`src/rtl/thr_det_pkg.sv`:
```
// Shared types and limits for the accumulator threshold detector.
// Optional trip-event counter is enabled by defining THR_EVENT_COUNT_EN.
package thr_det_pkg;

    localparam int ST_W         = 2;
    localparam int DEBOUNCE_MAX = 255;

    typedef enum logic [ST_W-1:0] {
        IDLE    = 2'd0,
        ARMED   = 2'd1,
        TRIPPED = 2'd2
    } state_t;

endpackage

```
`src/rtl/debounce_counter.sv`:
```
// Counts consecutive qualifying samples; hit is combinational on the DEBOUNCE-th one.
// Latency: hit in the same cycle as the terminal sample; no backpressure.
// Backpressure: none, one sample consumed every cycle.
module debounce_counter
    import thr_det_pkg::*;
#(
    parameter int DEBOUNCE = 4
) (
    input  logic clk,
    input  logic reset,
    input  logic qualify,
    input  logic clear,
    output logic hit
);

    localparam int CW = $clog2(DEBOUNCE_MAX + 1);

    logic [CW-1:0] cnt;

    // Terminal count is seen before the register updates, so the FSM can
    // change state on the very edge that registers the qualifying sample.
    assign hit = qualify && (cnt == CW'(DEBOUNCE - 1));

    always_ff @(posedge clk or negedge reset) begin
        if (!reset) begin
            cnt <= '0;
        end else if (clear || !qualify) begin
            cnt <= '0;
        end else begin
            cnt <= cnt + 1'b1;
        end
    end

endmodule

```
`src/rtl/accum_threshold_detector.sv`:
```
// Hysteresis alarm on the accumulator sum with debounced trip/release; optional trip counter (THR_EVENT_COUNT_EN).
// Latency: alarm/alarm_pulse registered, high after the edge that registers the DEBOUNCE-th qualifying sample.
// Backpressure: none; samples every cycle, no handshake.
module accum_threshold_detector
    import thr_det_pkg::*;
#(
    parameter int WIDTH    = 16,
    parameter int DEBOUNCE = 4,
    parameter int CNT_W    = 8
) (
    input  logic             clk,
    input  logic             reset,
    input  logic             en,
    input  logic             clr,
    input  logic [WIDTH-1:0] acc_in,
    input  logic [WIDTH-1:0] thr_hi,
    input  logic [WIDTH-1:0] thr_lo,
    output logic             alarm,
    output logic             alarm_pulse,
    output logic [ST_W-1:0]  state,
    output logic [CNT_W-1:0] event_cnt
);

    state_t state_q;
    state_t state_d;
    logic   qualify;
    logic   hit;
    logic   clear;
    logic   trip;

    // Trip phase looks at thr_hi, release phase at thr_lo; en/clr mask the compare.
    assign qualify = en && !clr &&
                     (((state_q == ARMED)   && (acc_in >= thr_hi)) ||
                      ((state_q == TRIPPED) && (acc_in <= thr_lo)));

    always_comb begin
        state_d = state_q;
        if (!en) begin
            state_d = IDLE;
        end else if (clr) begin
            case (state_q)
                IDLE:    state_d = IDLE;
                ARMED:   state_d = ARMED;
                TRIPPED: state_d = ARMED;
                default: state_d = IDLE;
            endcase
        end else begin
            case (state_q)
                IDLE:    state_d = ARMED;
                ARMED:   state_d = hit ? TRIPPED : ARMED;
                TRIPPED: state_d = hit ? ARMED : TRIPPED;
                default: state_d = IDLE;
            endcase
        end
    end

    // One counter serves both phases, so it restarts on every state change.
    assign clear = !en || clr || (state_d != state_q);
    assign trip  = (state_q == ARMED) && (state_d == TRIPPED);

    debounce_counter #(
        .DEBOUNCE (DEBOUNCE)
    ) u_debounce (
        .clk     (clk),
        .reset   (reset),
        .qualify (qualify),
        .clear   (clear),
        .hit     (hit)
    );

    always_ff @(posedge clk or negedge reset) begin
        if (!reset) begin
            state_q     <= IDLE;
            alarm       <= 1'b0;
            alarm_pulse <= 1'b0;
        end else begin
            state_q     <= state_d;
            alarm       <= (state_d == TRIPPED);
            alarm_pulse <= trip;
        end
    end

    assign state = state_q;

`ifdef THR_EVENT_COUNT_EN
    logic [CNT_W-1:0] ev_q;

    // en=0 outranks clr, so a clear issued while disabled is ignored.
    always_ff @(posedge clk or negedge reset) begin
        if (!reset) begin
            ev_q <= '0;
        end else if (en) begin
            if (clr) begin
                ev_q <= '0;
            end else if (trip && (ev_q != {CNT_W{1'b1}})) begin
                ev_q <= ev_q + 1'b1;
            end
        end
    end

    assign event_cnt = ev_q;
`else
    assign event_cnt = '0;
`endif

endmodule

```
`config.mk`:
```
export PLATFORM = sky130hd
export DESIGN_NAME = accum_threshold_detector
export DESIGN_NICKNAME = d
export VERILOG_FILES = /design/src/rtl/thr_det_pkg.sv /design/src/rtl/debounce_counter.sv /design/src/rtl/accum_threshold_detector.sv
export SDC_FILE = /design/constraint.sdc
export NUM_CORES = 1
export LEC_CHECK = 0
export CAP_MARGIN = 10
export CORE_MARGIN = 1
export CORE_UTILIZATION = 47
export CTS_CLUSTER_SIZE = 24
export DETAILED_ROUTE_END_ITERATION = 16
export GPL_TIMING_DRIVEN = 0
export PLACE_DENSITY = 0.87
export SLEW_MARGIN = 20
export SYNTH_ARGS = -nofsm -noshare
export SYNTH_HDL_FRONTEND = slang
export SYNTH_SLANG_ARGS = --single-unit
```
`constraint.sdc`:
```
create_clock -name clk -period 3.7 [get_ports clk]
set_input_delay 0.74 -clock clk [delete_from_list [all_inputs] [get_ports clk]]
set_output_delay 0.74 -clock clk [all_outputs]
set_load 0.02 [all_outputs]
```
==> results.py <==
metrics = {
    "routing": {
        "drt_iter0_markers": 30,
        "drt-total-wl_um": 3280,
        "vias": 1458,
        "drc_errors": 0,
        "firstDrtPassIters": 4,
        "ant_nets": 0,
        "wl_per_cell_um": 10.9,
        "vias_per_cell": 4.86,
    },
    "synthesis": {
        "post_synth_num_cell_types": 37,
        "synth_area_leader_cell": "ha_1",
        "synth_area_mm2": 0.00156,
        "synth.top_cell.area_share_pct": 28.0,
        "synth_ff_type": "dfrtp_1",
        "synthTopCellsByArea": "ha_1 28%, dfrtp_1 19%, inv_1 8.9%",
        "ys_ff_latch": 12,
        "synth_area_per_cell_um2": 8.22,
        "synth_edf_count": 0,
        "synth_seq_area_share_pct": 19.2,
        "synthCells": 190,
        "yosys-top-cells-count": "37 x inv_1, 35 x ha_1, 14 x nor2_1, 13 x a21oi_1",
        "yosysWarnings": 0,
        "async_flop_share_pct": 100,
        "yosysMostFrequentCell": "inv_1",
    },
    "power_and_ir_drop": {
        "switchingPower_uw": 118,
        "pwr-share-comb_pct": 41.6,
        "p_int_uw": 289,
        "peakVddDrop_mv": 0.200,
        "power_leakage_nw": 1.13,
        "p_total_uw": 406,
        "pwr-share-clk_pct": 25.5,
        "pwr-share-seq_pct": 32.9,
        "switching_share_pct": 29.0,
        "power.density_mw_per_mm2": 182,
    },
    "timing": {
        "period_needed_ns": 2.86,
        "tns_ns": 0,
        "setup_ws_ns": 0.838,
        "relSlewSlack_pct": 65.3,
        "fmax_ghz": 0.349,
        "worst_slew_pin_slew_ns": 0.519,
        "period_share_pct": 77.3,
        "rsz0062_at_grt": "no",
        "final_max_slew_viol_count": 0,
        "finalSetupViolations": 0,
        "finalClockSkew_ns": 0.00340,
        "finalHoldViolCount": 0,
        "holdWs_ns": 0.509,
    },
    "clocking": {
        "root_buffer": "clkbuf_4",
        "postCtsSetupRepairBufs": 0,
        "ctsResizeCount": 0,
        "htreeDepth": 1,
        "numCtsBuffers": 3,
        "postCtsHoldBufs": 0,
        "worstSkewPairLatency_ns": 0.27,
        "clk_pin_slew_ns": 0.08,
        "cts_tree": "done",
        "cts_sinks": 12,
        "max-clock-path-buffers": 2,
    },
    "flow_run": {
        "drv_cap": 0,
    },
    "final_layout": {
        "antenna_cells": 0,
        "drive_gt1_share_pct": 7.42,
        "synthToLayoutAreaGrowth_pct": 42.8,
        "fillers": 281,
        "fin_cells": 300,
        "layout.nets": 344,
    },
    "worst_setup_path": {
        "crit_type": "primary input to flip-flop",
        "crit_fanout": 3,
        "cp-start-kind": "primary input",
        "arrival_ns": 3.02,
        "endpoint_kind": "flip-flop",
        "critical_path_required_ns": 3.86,
    },
    "grt": {
        "grt_antenna_before_repair": 0,
        "grt_max_degree": 13,
        "grt_pass1_wl_um": 5490,
        "grt_pass1_vias": 1369,
        "overflow": 0,
        "grt_usage_pct": 19.8,
    },
    "placed_design": {
        "io_buffer_count": 55,
        "hpwl_um": 2850,
        "dp_cells": 296,
        "dp_slack_ns": 0.602,
        "place.gp.congestion": 0.874,
    },
    "floorplan": {
        "die_w_um": 59.7,
        "placementRows": 20,
        "dieArea_mm2": 0.00356,
        "start_util_pct": 50.4,
        "die_h_um": 59.7,
        "io_pins": 64,
        "core-area_mm2": 0.00310,
    },
    "min_path": {
        "hold_path_class": "flip-flop to flip-flop",
    },
    "outcome": {
        "status": "finished, final reports clean",
    },
}
==> kinds of logic after synthesis <==
kind of cell | count (synthesis) | synth area share [%]
simple gates | 50 | 17.1
mux | 4 | 2.88
other cells | 1 | 0.240
xor+xnor | 7 | 3.92
buf+inv | 45 | 12.7
flops | 12 | 19.2
compound gates | 36 | 15.9
fa+ha+maj | 35 | 28.0
==> critical path, cell delays in order <==
cell	delay, ns
clkdlybuf4s50_1	0.45
inv_1	0.04
ha_1	0.30
a21oi_1	0.15
nor2_1	0.06
a211oi_1	0.31
nand4_1	0.18
a31oi_1	0.27
mux2_4	0.34
o21a_1	0.17
==> flip-flops by register name, indices dropped and copies added (netlist names) <==
register	cells
state	2
alarm	1
u_debounce.cnt	8
alarm_pulse	1
==> final cells by class <==
cell class	instances	area (µm²)	area share, %
multi-input cells	140	1090	48.9
repair buffers	55	551	24.7
flip-flops and latches	12	300	13.5
inverters	37	139	6.23
plain buffers	8	60.1	2.69
well taps	44	55.1	2.47
clock buffers	4	36.3	1.63
==> metrics by stage <==
step                      util [%]  cell area (µm²)
after CTS                     71.9             2230
after detailed placement      70.7             2190
after floorplan                  -             1590
after global routing          71.9             2230
after global placement        70.7             2190
final                         71.9             2230
==> worst paths after layout <==
| check | from | slack (ns) | endpoint | cells after the start |
|---|---|---|---|---|
| max | thr_lo[13] | 0.84 | state[0] | 10 |
| min | u_debounce.cnt[0] | 0.51 | u_debounce.cnt[0] | 1 |
| max reg2reg | state[1] | 1.45 | state[0] | 9 |
| min reg2reg | u_debounce.cnt[0] | 0.51 | u_debounce.cnt[0] | 1 |
| max in group asynchronous | reset | 2.55 | state[0] | 1 |
| min in group asynchronous | reset | 0.81 | u_debounce.cnt[3] | 1 |
==> cell usage in the layout (no fill, tap or decap), types with 3 or more instances in the layout <==
| cell type | instances |
|---|---|
| xor2_1 | 5 |
| nor2_1 | 14 |
| inv_1 | 37 |
| nand3_1 | 8 |
| o21ai_0 | 5 |
| nand4_1 | 4 |
| o21a_1 | 4 |
| clkdlybuf4s50_1 | 55 |
| buf_4 | 8 |
| conb_1 | 8 |
| mux2i_1 | 3 |
| dfrtp_1 | 12 |
| nand2_1 | 12 |
| ha_1 | 35 |
| a21oi_1 | 13 |
| clkbuf_4 | 3 |
==> routing by layer <==
layer | vias to the layer above | global-route usage [%] | part of all wire (%)
met3 | 5 | 2.38 | 5.6
met2 | 45 | 36.3 | 48
met5 | - | 0 | 0
met4 | 0 | 5.32 | 0.88
met1 | 640 | 24.2 | 46
li1 | 768 | - | -
==> power groups by stage <==
stage | logic (mW) | clock network [mW] | registers, mW
5_1_grt | 0.190 | 0.110 | 0.134
6_report | 0.169 | 0.104 | 0.134
3_5_place_dp | 0.169 | 0 | 0.136
4_1_cts | 0.171 | 0.105 | 0.133
3_3_place_gp | 0.164 | 0 | 0.136
2_1_floorplan | 0.0890 | 0 | 0.137
Note: power is estimated with default switching activity, not from simulation.
